===== src/rtl/shift_add_mult16.sv =====
// shift_add_mult16: sequential unsigned WIDTH x WIDTH multiplier.
// Each RUN step adds the multiplicand (gated by the current LSB of the
// multiplier) into the high half through a 16-bit carry-lookahead adder.
// The {cout, sum, lo} concatenation then shifts right by one bit.
// The product comes out through a valid/ready handshake.

// 16-bit carry-lookahead adder: 4-bit groups with a second-level lookahead.
module shift_add_mult16_cla16 (
    input  logic [15:0] a,
    input  logic [15:0] b,
    input  logic        cin,
    output logic [15:0] sum,
    output logic        cout
);
    logic [15:0] g;
    logic [15:0] p;
    logic [15:0] c;
    logic [3:0]  gg;
    logic [3:0]  gp;
    logic [4:0]  gc;

    assign g = a & b;
    assign p = a ^ b;

    genvar i;
    generate
        for (i = 0; i < 4; i++) begin : g_grp
            assign gg[i] = g[4*i+3]
                         | (p[4*i+3] & g[4*i+2])
                         | (p[4*i+3] & p[4*i+2] & g[4*i+1])
                         | (p[4*i+3] & p[4*i+2] & p[4*i+1] & g[4*i]);
            assign gp[i] = &p[4*i +: 4];
            // Carries inside the group come straight from the group carry-in.
            assign c[4*i]   = gc[i];
            assign c[4*i+1] = g[4*i] | (p[4*i] & gc[i]);
            assign c[4*i+2] = g[4*i+1] | (p[4*i+1] & g[4*i])
                            | (p[4*i+1] & p[4*i] & gc[i]);
            assign c[4*i+3] = g[4*i+2] | (p[4*i+2] & g[4*i+1])
                            | (p[4*i+2] & p[4*i+1] & g[4*i])
                            | (p[4*i+2] & p[4*i+1] & p[4*i] & gc[i]);
        end
    endgenerate

    // Second-level lookahead: every group carry-in is formed directly from cin.
    assign gc[0] = cin;
    assign gc[1] = gg[0] | (gp[0] & cin);
    assign gc[2] = gg[1] | (gp[1] & gg[0]) | (gp[1] & gp[0] & cin);
    assign gc[3] = gg[2] | (gp[2] & gg[1]) | (gp[2] & gp[1] & gg[0])
                 | (gp[2] & gp[1] & gp[0] & cin);
    assign gc[4] = gg[3] | (gp[3] & gg[2]) | (gp[3] & gp[2] & gg[1])
                 | (gp[3] & gp[2] & gp[1] & gg[0])
                 | (gp[3] & gp[2] & gp[1] & gp[0] & cin);

    assign sum  = p ^ c;
    assign cout = gc[4];
endmodule

module shift_add_mult16 #(
    parameter int WIDTH = 16
) (
    input  logic                 clk,
    input  logic                 rst,
    input  logic                 in_valid,
    output logic                 in_ready,
    input  logic [WIDTH-1:0]     in_a,
    input  logic [WIDTH-1:0]     in_b,
    output logic                 out_valid,
    input  logic                 out_ready,
    output logic [2*WIDTH-1:0]   out_product,
    output logic                 busy
);
    typedef enum logic [1:0] {
        IDLE = 2'd0,
        RUN  = 2'd1,
        DONE = 2'd2
    } state_t;

    localparam logic [4:0] LAST = 5'(WIDTH - 1);

    state_t               state_q, state_d;
    logic [WIDTH-1:0]     mcand_q, mcand_d;
    logic [WIDTH-1:0]     hi_q, hi_d;
    logic [WIDTH-1:0]     lo_q, lo_d;
    logic [4:0]           count_q, count_d;
    logic [2*WIDTH-1:0]   product_q, product_d;

    logic [WIDTH-1:0]     add_b;
    logic [WIDTH-1:0]     add_sum;
    logic                 add_cout;

    // Partial product: add the multiplicand only when the current multiplier bit is set.
    assign add_b = lo_q[0] ? mcand_q : '0;

    shift_add_mult16_cla16 u_add (
        .a    (hi_q),
        .b    (add_b),
        .cin  (1'b0),
        .sum  (add_sum),
        .cout (add_cout)
    );

    // State register; reset aborts any operation in flight.
    always_ff @(posedge clk or posedge rst) begin
        if (rst) state_q <= IDLE;
        else     state_q <= state_d;
    end

    // Next-state: accept in IDLE, WIDTH steps in RUN, wait for the sink in DONE.
    always_comb begin
        state_d = state_q;
        case (state_q)
            IDLE:    if (in_valid)        state_d = RUN;
            RUN:     if (count_q == LAST) state_d = DONE;
            DONE:    if (out_ready)       state_d = IDLE;
            default:                      state_d = IDLE;
        endcase
    end

    // Outputs decoded from state only, so reset clears them immediately.
    always_comb begin
        in_ready  = (state_q == IDLE);
        busy      = (state_q == RUN);
        out_valid = (state_q == DONE);
    end

    // Datapath next-state: operand load, shift-add step, product capture.
    always_comb begin
        mcand_d   = mcand_q;
        hi_d      = hi_q;
        lo_d      = lo_q;
        count_d   = count_q;
        product_d = product_q;
        case (state_q)
            IDLE: begin
                if (in_valid) begin
                    mcand_d = in_a;
                    lo_d    = in_b;
                    hi_d    = '0;
                    count_d = '0;
                end
            end
            RUN: begin
                // The adder carry becomes the new MSB of hi; dropping it corrupts large products.
                hi_d    = {add_cout, add_sum[WIDTH-1:1]};
                lo_d    = {add_sum[0], lo_q[WIDTH-1:1]};
                count_d = count_q + 5'd1;
                if (count_q == LAST)
                    product_d = {add_cout, add_sum, lo_q[WIDTH-1:1]};
            end
            default: ;
        endcase
    end

    // Datapath registers; the product register keeps its value after the handshake.
    always_ff @(posedge clk or posedge rst) begin
        if (rst) begin
            mcand_q   <= '0;
            hi_q      <= '0;
            lo_q      <= '0;
            count_q   <= '0;
            product_q <= '0;
        end else begin
            mcand_q   <= mcand_d;
            hi_q      <= hi_d;
            lo_q      <= lo_d;
            count_q   <= count_d;
            product_q <= product_d;
        end
    end

    assign out_product = product_q;
endmodule


===== config.mk =====
export PLATFORM = sky130hd
export DESIGN_NAME = shift_add_mult16
export DESIGN_NICKNAME = d
export VERILOG_FILES = /design/src/rtl/shift_add_mult16.sv
export SDC_FILE = /design/constraint.sdc
export NUM_CORES = 1
export LEC_CHECK = 0
export ABC_CLOCK_PERIOD_IN_PS = 7500
export BUFFER_PORTS_ARGS = -buffer_cell sky130_fd_sc_hd__clkbuf_2
export CORE_MARGIN = 4
export CORE_UTILIZATION = 35
export CTS_BUF_LIST = sky130_fd_sc_hd__clkbuf_8
export DETAILED_ROUTE_END_ITERATION = 8
export SLEW_MARGIN = 20
export SYNTH_ARGS = -nofsm -noshare
export SYNTH_HDL_FRONTEND = slang
export SYNTH_SLANG_ARGS = --single-unit

===== constraint.sdc =====
create_clock -name clk -period 7.5 [get_ports clk]
set_input_delay 2.25 -clock clk [delete_from_list [all_inputs] [get_ports clk]]
set_output_delay 2.25 -clock clk [all_outputs]
set_load 0.01 [all_outputs]

==> results of run 1 <==
-- cells in the final DEF (no fill, tap or decap), types with 2 or more instances in the layout --
master,Yosys,routed
sky130_fd_sc_hd__nand2_1,105,104
sky130_fd_sc_hd__dfrtp_1,87,87
sky130_fd_sc_hd__clkbuf_2,0,70
sky130_fd_sc_hd__o21ai_0,26,26
sky130_fd_sc_hd__nor2_1,22,22
sky130_fd_sc_hd__mux2_2,20,20
sky130_fd_sc_hd__nand3_1,19,19
sky130_fd_sc_hd__ha_1,18,18
sky130_fd_sc_hd__and2_1,17,17
sky130_fd_sc_hd__a31oi_1,17,17
sky130_fd_sc_hd__inv_1,12,13
sky130_fd_sc_hd__a21oi_1,10,10
sky130_fd_sc_hd__clkbuf_8,0,10
sky130_fd_sc_hd__xnor2_1,7,7
sky130_fd_sc_hd__o21ai_1,5,5
sky130_fd_sc_hd__a21o_1,5,5
sky130_fd_sc_hd__and3_1,4,4
sky130_fd_sc_hd__fa_1,4,4
sky130_fd_sc_hd__nor3_1,3,3
sky130_fd_sc_hd__buf_4,0,3
sky130_fd_sc_hd__or4_1,2,2
sky130_fd_sc_hd__xor2_1,2,2
sky130_fd_sc_hd__nand2b_1,3,2
sky130_fd_sc_hd__o31ai_1,2,2
sky130_fd_sc_hd__mux2i_1,2,2
sky130_fd_sc_hd__a32o_1,2,2
-- power by group through the flow --
stage | registers, µW | clock network [µW] | logic (µW)
finish | 828 | 280 | 1070
global route | 857 | 310 | 1220
CTS | 829 | 287 | 1080
detailed placement | 834 | 0 | 1080
global placement | 830 | 0 | 1050
floorplan | 828 | 0 | 770
-- layer usage --
metal | vias up | GRT usage | wire [µm]
li1 | 1607 | - | -
met1 | 1558 | 0.203 | 4770
met2 | 68 | 0.210 | 4070
met3 | 10 | 0.0431 | 433
met4 | 0 | 0.0308 | 110
met5 | - | 0 | 0
-- stage by stage --
stage / hold slack [ns] / cell area (µm²)
after floorplan: 0.437 / 4260
after global placement: 0.450 / 4730
after detailed placement: 0.456 / 4730
after CTS: 0.476 / 4880
after global routing: 0.493 / 4880
final: 0.472 / 4880
-- worst max-delay path: stages (launching register included) --
cell and delay (ns):
sky130_fd_sc_hd__dfrtp_1 0.43, sky130_fd_sc_hd__nand2b_2 0.21, sky130_fd_sc_hd__inv_2 0.18, sky130_fd_sc_hd__clkbuf_2 0.17
-- worst max path at each step --
stage	to	slack, ns	cells past startpoint	start
after CTS	busy	3.89	3	state_q[1]$_DFFE_PP0P_
after detailed placement	hi_q[14]$_DFFE_PP0P_	4.07	6	in_valid
final	busy	3.91	3	state_q[1]$_DFFE_PP0P_
after floorplan	count_q[0]$_DFFE_PP0P_	3.00	1	rst
after global placement	hi_q[14]$_DFFE_PP0P_	4.10	6	in_valid
after global routing	busy	3.82	3	state_q[1]$_DFFE_PP0P_
-- cell families after synthesis --
family / count (synthesis) / synth area share
fa+ha+maj: 22 / 0.0717
mux: 22 / 0.0576
flops: 87 / 0.512
buf+inv: 37 / 0.0350
xor+xnor: 9 / 0.0185
compound gates: 81 / 0.123
simple gates: 179 / 0.183
-- cell type report --
class / instances / area [µm²]
inverter: 13 / 50.0
clock buffer: 10 / 138
clock inverter: 3 / 15.0
timing repair buffer: 74 / 384
tap: 147 / 184
sequential: 87 / 2180
multi-input combinational: 313 / 1930
fill: 1195 / 7080
-- registers in the layout (all words and copies together) (netlist names) --
register / flops
out_product: 32
hi_q: 16
lo_q: 16
mcand_q: 16
count_q: 5
state_q: 2
==> parameters.txt, run 1 <==
Parameter                              Value

Outcome
  Run status    finished clean

Synth
  Number of standard cells after synthesis    437
  Proportion of synthesized flip-flops having asynchronous set or reset    1.00
  Mean Syn Cell Area    9.74 µm²
  EDFF count, synth    0
  Post-synth cell types    45
  Area fraction of the dominant cell type after synthesis    0.512
  Cell type contributing the most total cell area after synthesis    sky130_fd_sc_hd__dfrtp_1
  Ranking of synthesized cells by instance count    sky130_fd_sc_hd__nand2_1 (105), sky130_fd_sc_hd__dfrtp_1 (87), sky130_fd_sc_hd__o21ai_0 (26)
  Summed instance area of the synthesized netlist    4260 µm²
  Biggest area contributors in the synthesized netlist    sky130_fd_sc_hd__dfrtp_1 (51%), sky130_fd_sc_hd__nand2_1 (9.3%), sky130_fd_sc_hd__ha_1 (5.3%), sky130_fd_sc_hd__mux2_2 (5.3%), sky130_fd_sc_hd__o21ai_0 (3.1%)
  Count of warnings emitted by yosys    0
  Portion of the post-synthesis area used by sequential elements    0.512
  Most numerous cell in the Yosys netlist    sky130_fd_sc_hd__nand2_1
  Net count after synthesis    495
  Post-synth top flop    sky130_fd_sc_hd__dfrtp_1
  Yosys reg bits    87

Final layout
  Area growth syn-to-layout    14.7%
  Antenna fix cells    0
  Final-stage net count    556
  Share of final-layout standard cells stronger than drive strength 1    0.232
  Final Core Density    0.408
  Post-route insts no fill    647

STA
  Max transition margin    0.353
  Number of failing hold endpoints at the final stage    0
  RSZ-0062 raised after global routing    no
  Slew of the pin with the lowest slew margin    just under 1 ns
  Fmax achieved    279 MHz
  Pins over their slew limit    0
  Total Negative Setup Slacks    0 ns
  Final Skew    0.00871 ns
  Share of the clock period used by the worst path    0.478
  Post-layout minimum cycle time    3.59 ns
  Fin worst setup slack    ~3.9 ns
  Finish-stage setup viols    0

Routing
  Via-to-Cell Ratio    between 5 and 6
  Average routed wire per standard cell    14.5 µm
  First drt pass iteration count    4
  Final routed wirelength across all metal layers    9.39 mm
  DRC errors left    0
  Iteration-0 DRC count of the detailed router    147
  Via Count    3243
  Number of routed nets with antenna violations    0

Clock tree
  Number of post-CTS setup repair buffers    0
  Post-CTS Hold Fix Bufs    0
  Clock tree from TritonCTS    done
  Count of instances resized after the clock tree is built    0
  Clk root buf    sky130_fd_sc_hd__clkbuf_8
  Reg clk slew, reported paths    ~0.080 ns
  Clock buffer depth    2
  CTS buffer count    9
  H-tree level count    3
  Clock latency on the worst-skew pair    0.35 ns
  Clock sinks    87

Power
  Power density over cell area    between 400 and 500 nW/µm²
  Net Sw Frac    0.420
  Leakage power summed over all cells    between 0.002 and 0.0025 µW
  IR Drop Worst-Case VDD    0.184 mV
  Clock share of power    0.129
  Share of total power in combinational logic    0.491
  Sequential fraction of design power    0.381
  Total power consumption of the routed design    approximately 2200 µW
  Internal cell power    roughly 1300 µW
  Net switching power figure    914 µW

Min path
  Startpoint of the tightest hold check path    mcand_q[8]$_DFFE_PP0P_
  Hold path endpoint    mcand_q[8]$_DFFE_PP0P_
  Worst min-delay path class    reg2reg
  Number of stages on the worst hold path    2

Job
  Number of maximum-capacitance constraint violations    0

Setup path
  Flop-to-flop setup slack    around 4.5 ns
  WP data required    5.25 ns
  Number of cell instances on the worst register-to-register path    9
  FF-to-FF End    out_product[27]$_DFFE_PP0P_
  Startpoint type of the worst setup path    register
  Crit Path Class    reg2out
  Kind of end point of the critical path    output port
  Arr. time, crit path    ~1.3 ns
  CP Max Fanout    10
  Critical R2R Launch    lo_q[0]$_DFFE_PP0P_

Die
  Die extent in x    between 100 and 150 µm
  Die height    118 µm
  Count of standard-cell rows    40
  Total die area    14000 µm²
  Starting density of the core    0.356
  Top-level I/O count    between 70 and 80
  Core outline area    12000 µm²

GRT
  Pin count of the biggest net entering global routing    88
  Number of antenna violations at the first check in global routing    0
  Via count of the first global-routing pass    3337
  Total GRT Usage    0.141
  Grt ovf    0
  First-pass GRT wire length    16.4 mm

Place
  Post-Place Worst Slack    between 4 and 5 ns
  Number of cells in the design after placement    634
  RePlAce Congestion    between 0.8 and 0.9
  Placed wire-length estimate after detailed placement    6.28 mm
  Number of port buffers    70
Note: power is estimated with default switching activity, not from simulation.
==> run 2, diff against run 1 <==
ABC_CLOCK_PERIOD_IN_PS = 3250   (was 7500)
clock period = 3.25 ns   (was 7.5 ns; I/O delays follow)
==> parameters.txt, run 2 (synthesis results as in run 1) <==
Parameter                              Value

Power
  Power density over cell area    1040 nW/µm² (+130%)
  Total power consumption of the routed design    5180 µW (+140%)
  Leakage power summed over all cells    0.00248 µW (+1.8%)
  IR Drop Worst-Case VDD    0.525 mV (+190%)

Final layout
  Area growth syn-to-layout    16.8%
  Most common library cell in the layout ignoring fill and taps    sky130_fd_sc_hd__nand2_1
  Leading cell types in the layout, fill and taps excluded    sky130_fd_sc_hd__nand2_1 (104), sky130_fd_sc_hd__dfrtp_1 (87), sky130_fd_sc_hd__clkbuf_2 (70)
  Final-stage net count    560 (+0.72%)
  Final Core Density    0.416 (+0.00743)
  Post-route cell area    4970 µm² (+1.8%)
  Count of fill cells added during filler insertion    1227 (+2.7%)
  Share of final-layout standard cells stronger than drive strength 1    0.247 (+0.0145)
  Largest register FFs    32 (unchanged)
  Antenna fix cells    0 (unchanged)

Setup path
  CP Max Fanout    17 (+7)
  Total buffers and inverters traversed by the critical path    0 (-2)
  Critical R2R Launch    lo_q[0]$_DFFE_PP0P_
  Max stage delay cell, worst path    sky130_fd_sc_hd__dfrtp_1
  Startpoint type of the worst setup path    register
  Flop-to-flop setup slack    0.33 ns (-4.12 ns)
  WP data required    3.50 ns (-1.75 ns)
  Crit Path Class    reg2reg
  FF-to-FF End    out_product[27]$_DFFE_PP0P_
  Kind of end point of the critical path    register
  Arr. time, crit path    3.17 ns (+1.83 ns)
  Critical path's largest stage delay    0.56 ns (+0.13 ns)
  Gate family responsible for the most delay along the worst path    adder cells
  Number of cell instances on the worst register-to-register path    9 (unchanged)
  Worst path cell trace    and2_1 -> ha_1 -> a41oi_2 -> nor2_2 -> or2_1 -> a31oi_2 -> o21bai_1 -> fa_1 -> mux2_2

GRT
  Met3 usage    0.0498 (+0.00670)
  Total GRT Usage    0.146 (+0.00506)
  Met1 usage    0.195 (-0.00759)
  Pin count of the biggest net entering global routing    71 (-19%)
  First-pass GRT wire length    16.9 mm (+3.3%)
  Via count of the first global-routing pass    3485 (+4.4%)
  Grt ovf    0 (unchanged)
  Global routing met2 resource utilization    0.225 (+0.0146)
  Number of antenna violations at the first check in global routing    0 (unchanged)
  Most heavily used metal layer in global routing    met2

Min path
  Startpoint of the tightest hold check path    mcand_q[15]$_DFFE_PP0P_
  Worst min-delay path class    reg2reg
  Hold path endpoint    mcand_q[15]$_DFFE_PP0P_
  Number of stages on the worst hold path    2 (unchanged)

STA
  Number of failing hold endpoints at the final stage    0 (unchanged)
  Final Skew    0.00964 ns (+0.000927 ns)
  Fin worst setup slack    0.329 ns (-3.59 ns)
  Slew of the pin with the lowest slew margin    0.773 ns (-0.194 ns)
  Pins over their slew limit    0 (unchanged)
  Post-layout minimum cycle time    2.92 ns
  Fmax achieved    approximately 340 MHz
  Total Negative Setup Slacks    0 ns (unchanged)
  Finish-stage setup viols    0 (unchanged)
  Share of the clock period used by the worst path    0.899
  RSZ-0062 raised after global routing    no
  Max transition margin    0.483 (+0.130)

Die
  Core outline area    12000 µm² (unchanged)
  Die extent in x    118 µm (unchanged)
  Top-level I/O count    71 (unchanged)
  Count of standard-cell rows    40 (unchanged)
  Die height    118 µm (unchanged)
  Total die area    14000 µm² (unchanged)
  Starting density of the core    0.356 (unchanged)

Routing
  Iteration-0 DRC count of the detailed router    181 (+23%)
  Average routed wire per standard cell    14.9 µm (+2.9%)
  Via Count    3251 (+0.25%)
  DRC errors left    0 (unchanged)
  First drt pass iteration count    4 (unchanged)
  Final routed wirelength across all metal layers    9.76 mm (+4.0%)
  Number of routed nets with antenna violations    0 (unchanged)
  Via-to-Cell Ratio    4.97 (-0.83%)

Job
  Number of maximum-capacitance constraint violations    0 (unchanged)

Clock tree
  Clock latency on the worst-skew pair    0.36 ns (about the same)
  Clock tree from TritonCTS    done
  Clock sinks    87 (unchanged)
  Post-CTS Hold Fix Bufs    0 (unchanged)
  Reg clk slew, reported paths    0.09 ns (about the same)
  Number of post-CTS setup repair buffers    0 (unchanged)
  Clock buffer depth    2 (unchanged)
  Count of instances resized after the clock tree is built    0 (unchanged)
  CTS buffer count    9 (unchanged)
  Clk root buf    sky130_fd_sc_hd__clkbuf_8
  H-tree level count    3 (unchanged)

Place
  Placed inst area    4770 µm² (+0.90%)
  Number of port buffers    70 (unchanged)
  RePlAce Congestion    0.846 (-0.15%)
  Post-Place Worst Slack    0.326 ns (-3.75 ns)
  Placed wire-length estimate after detailed placement    7.01 mm (+12%)

Outcome
  Run status    finished clean
[run 2: cell count changes in the layout (fill, tap and decap cells not counted), moves of 2 or more]
cell and delta:
sky130_fd_sc_hd__clkinv_4 +3, sky130_fd_sc_hd__buf_4 +4, sky130_fd_sc_hd__inv_6 +2, sky130_fd_sc_hd__inv_1 -2
[run 2: worst max path at each step]
stage / cells past startpoint / startpoint / slack (ns) / end
4_1_cts: 9 / lo_q[0]$_DFFE_PP0P_ / 0.30 / out_product[27]$_DFFE_PP0P_
5_1_grt: 10 / lo_q[0]$_DFFE_PP0P_ / 0.07 / out_product[28]$_DFFE_PP0P_
2_1_floorplan: 1 / rst / 0.02 / count_q[0]$_DFFE_PP0P_
3_3_place_gp: 9 / lo_q[0]$_DFFE_PP0P_ / 0.38 / out_product[27]$_DFFE_PP0P_
3_5_place_dp: 9 / lo_q[0]$_DFFE_PP0P_ / 0.33 / out_product[27]$_DFFE_PP0P_
6_report: 9 / lo_q[0]$_DFFE_PP0P_ / 0.33 / out_product[27]$_DFFE_PP0P_
[run 2: per-layer routing]
layer / share of wire / vias up
met5: 0 / -
met4: 0.010 / 0
met3: 0.073 / 8
met2: 0.45 / 81
met1: 0.47 / 1546
li1: - / 1616
[run 2: cell type report]
| class | count | area [µm²] | share of cell area |
|---|---|---|---|
| sequential | 87 | 2180 | 0.438 |
| multi-input combinational | 313 | 1930 | 0.389 |
| timing repair buffer | 78 | 423 | 0.0851 |
| tap | 147 | 184 | 0.0370 |
| clock buffer | 9 | 124 | 0.0249 |
| clock inverter | 7 | 78.8 | 0.0159 |
| inverter | 13 | 50.0 | 0.0101 |
[run 2: worst min-delay path: stages (launching register included)]
cell                      delay (ns)
sky130_fd_sc_hd__dfrtp_1        0.35
sky130_fd_sc_hd__nand2_1        0.05
sky130_fd_sc_hd__nand2_1        0.05
[run 2: power breakdown]
group | switching (µW) | internal [µW] | total (µW)
Combinational | 1440 | 1050 | 2490
Clock | 410 | 364 | 774
Sequential | 332 | 1580 | 1920
[run 2: through the flow]
| stage | instances | hold slack (ns) |
|---|---|---|
| after global routing | 654 | 0.508 |
| after floorplan | 437 | 0.437 |
| final | 654 | 0.477 |
| after global placement | 638 | 0.455 |
| after detailed placement | 638 | 0.458 |
| after CTS | 654 | 0.481 |
==> run 3, diff against run 2 <==
==> constraint.sdc (replaced) <==
create_clock -name clk -period 3.25 [get_ports clk]
set_input_delay 0.1625 -clock clk [delete_from_list [all_inputs] [get_ports clk]]
set_output_delay 0.1625 -clock clk [all_outputs]
set_load 0.01 [all_outputs]
==> parameters.txt, run 3 (synthesis results as in run 1) <==
Parameter                              Value

Die
  Starting density of the core    0.356 (unchanged)
  Core outline area    12000 µm² (unchanged)
  Top-level I/O count    71 (unchanged)
  Die height    118 µm (unchanged)
  Count of standard-cell rows    40 (unchanged)
  Die extent in x    118 µm (unchanged)
  Total die area    14000 µm² (unchanged)

Outcome
  Run status    finished clean

GRT
  Grt ovf    0 (unchanged)
  Pin count of the biggest net entering global routing    71 (unchanged)
  First-pass GRT wire length    17.2 mm (+1.7%)
  Via count of the first global-routing pass    3460 (-0.72%)
  Number of antenna violations at the first check in global routing    0 (unchanged)
  Total GRT Usage    0.150 (+0.00341)

Routing
  Via Count    3330 (+2.4%)
  Via-to-Cell Ratio    4.99 (+0.43%)
  Iteration-0 DRC count of the detailed router    112 (-38%)
  Number of routed nets with antenna violations    0 (unchanged)
  Post-Route M1 WL    4.68 mm (+2.2%)
  Final routed wirelength across all metal layers    9.83 mm (+0.70%)
  Average routed wire per standard cell    14.7 µm (-1.3%)
  First drt pass iteration count    4 (unchanged)
  DRC errors left    0 (unchanged)
  Max Used Layer    met4
  Detail Route met3 WL    648 µm (-8.9%)
  Routed met2 length    4.35 mm (-0.55%)

Min path
  Hold path endpoint    mcand_q[11]$_DFFE_PP0P_
  Startpoint of the tightest hold check path    in_a[11]
  Worst min-delay path class    in2reg
  Number of stages on the worst hold path    3 (+1)

Power
  IR Drop Worst-Case VDD    0.453 mV (-14%)
  Clock share of power    0.148 (about the same)
  Net switching power figure    2180 µW (-0.34%)
  Sequential fraction of design power    0.369 (about the same)
  Share of total power in combinational logic    0.483 (+0.002)
  Net Sw Frac    0.421 (-0.00104)
  Internal cell power    3000 µW (about the same)
  Power density over cell area    1020 nW/µm² (-2.3%)
  Leakage power summed over all cells    0.00253 µW (+1.9%)

Setup path
  Arr. time, crit path    3.21 ns (+0.04 ns)
  Gate family responsible for the most delay along the worst path    adder cells
  Critical path's largest stage delay    0.56 ns (about the same)
  Crit Path Class    reg2reg
  FF-to-FF End    out_product[27]$_DFFE_PP0P_
  WP data required    3.50 ns (about the same)
  Flop-to-flop setup slack    0.29 ns (-0.04 ns)
  Worst path cell trace    and2_1 -> ha_1 -> a21oi_1 -> o22ai_1 -> or2_1 -> a31oi_2 -> o21bai_1 -> fa_1 -> mux2_2
  CP Max Fanout    17 (unchanged)
  Startpoint type of the worst setup path    register
  Critical R2R Launch    lo_q[0]$_DFFE_PP0P_
  Kind of end point of the critical path    register
  Total buffers and inverters traversed by the critical path    0 (unchanged)
  Number of cell instances on the worst register-to-register path    9 (unchanged)
  Max stage delay cell, worst path    sky130_fd_sc_hd__dfrtp_1

Clock tree
  Clk root buf    sky130_fd_sc_hd__clkbuf_8
  H-tree level count    3 (unchanged)
  Clock sinks    87 (unchanged)
  Clock tree from TritonCTS    done
  CTS buffer count    9 (unchanged)
  Clock latency on the worst-skew pair    0.36 ns (about the same)
  Clock buffer depth    2 (unchanged)
  Count of instances resized after the clock tree is built    0 (unchanged)
  Reg clk slew, reported paths    0.09 ns (about the same)

Final layout
  Antenna fix cells    0 (unchanged)
  Largest register FFs    32 (unchanged)
  Final Core Density    0.425 (+0.00931)
  Most common library cell in the layout ignoring fill and taps    sky130_fd_sc_hd__nand2_1
  Count of fill cells added during filler insertion    1182 (-3.7%)
  Area taken by flip-flops and latches    2180 µm² (unchanged)
  Leading cell types in the layout, fill and taps excluded    sky130_fd_sc_hd__nand2_1 (104), sky130_fd_sc_hd__dfrtp_1 (87), sky130_fd_sc_hd__clkbuf_2 (70)
  Post-route cell area    5080 µm² (+2.2%)
  Multi-input gate area in the final layout    1930 µm² (unchanged)
  Area growth syn-to-layout    19.4%
  Share of final-layout standard cells stronger than drive strength 1    0.238 (-0.00809)
  Final-stage net count    573 (+2.3%)

STA
  Fmax achieved    338 MHz (-1.4%)
  Max transition margin    0.486 (+0.00276)
  Total Negative Setup Slacks    0 ns (unchanged)
  Final Skew    0.0125 ns (+0.00288 ns)
  Slew of the pin with the lowest slew margin    0.769 ns (-0.00413 ns)
  Post-layout minimum cycle time    2.96 ns (+0.0407 ns)
  Share of the clock period used by the worst path    0.911 (+0.0125)
  RSZ-0062 raised after global routing    no
  Pins over their slew limit    0 (unchanged)
  Finish-stage setup viols    0 (unchanged)
  Number of failing hold endpoints at the final stage    0 (unchanged)

Place
  Placed inst area    4760 µm² (-0.26%)
  Placed wire-length estimate after detailed placement    7.01 mm (about the same)
  Number of port buffers    70 (unchanged)
  RePlAce Congestion    0.824 (-2.6%)

Job
  Number of maximum-capacitance constraint violations    0 (unchanged)
## run 3: per-stage QoR
step           hold WS [ns]  cells  power (µW)  setup WS, ns
2_1_floorplan         0.268    437        3690         0.639
3_3_place_gp        0.00902    638        4340         0.376
3_5_place_dp         0.0104    638        4450         0.285
4_1_cts            0.000765    667        5230         0.257
5_1_grt             0.00421    667        5670        0.0921
6_report            0.00783    667        5180         0.288
## run 3: worst max path at each step
stage | startpoint | to | slack (ns) | cells past startpoint
5_1_grt | lo_q[0]$_DFFE_PP0P_ | out_product[28]$_DFFE_PP0P_ | 0.09 | 10
4_1_cts | lo_q[0]$_DFFE_PP0P_ | out_product[28]$_DFFE_PP0P_ | 0.26 | 10
3_3_place_gp | lo_q[0]$_DFFE_PP0P_ | out_product[27]$_DFFE_PP0P_ | 0.38 | 9
2_1_floorplan | lo_q[0]$_DFFE_PP0P_ | out_product[27]$_DFFE_PP0P_ | 0.64 | 11
6_report | lo_q[0]$_DFFE_PP0P_ | out_product[27]$_DFFE_PP0P_ | 0.29 | 9
3_5_place_dp | lo_q[0]$_DFFE_PP0P_ | out_product[28]$_DFFE_PP0P_ | 0.29 | 10
## run 3: area by class of cell
class | count | share of cell area
clock inverter | 7 | 0.0143
sequential | 87 | 0.428
timing repair buffer | 91 | 0.106
inverter | 13 | 0.00985
tap | 147 | 0.0362
clock buffer | 9 | 0.0244
multi-input combinational | 313 | 0.381
## run 3: metal layers
metal  vias up  GRT usage
met1      1590      0.201
met5         -          0
met2        83      0.231
li1       1642          -
met4         0     0.0374
met3        15     0.0531
## run 3: worst reg2reg max path, cell delays in order, from the launching register on
cell and delay, ns:
sky130_fd_sc_hd__dfrtp_1 0.56, sky130_fd_sc_hd__and2_1 0.26, sky130_fd_sc_hd__ha_1 0.34, sky130_fd_sc_hd__a21oi_1 0.21, sky130_fd_sc_hd__o22ai_1 0.14, sky130_fd_sc_hd__or2_1 0.29, sky130_fd_sc_hd__a31oi_2 0.23, sky130_fd_sc_hd__o21bai_1 0.10
sky130_fd_sc_hd__fa_1 0.46, sky130_fd_sc_hd__mux2_2 0.27
## run 3: power groups by stage
stage	combinational (µW)	sequential, µW	clock (µW)
floorplan	1780	1910	0
global placement	2410	1930	0
detailed placement	2510	1930	0
CTS	2530	1920	789
global route	2840	1990	838
finish	2500	1910	765
## run 3: what timing repair did
item,4_1_cts,5_1_grt
endpoints found under the hold margin,50,0
buffers inserted,0,0
hold buffers,13,0
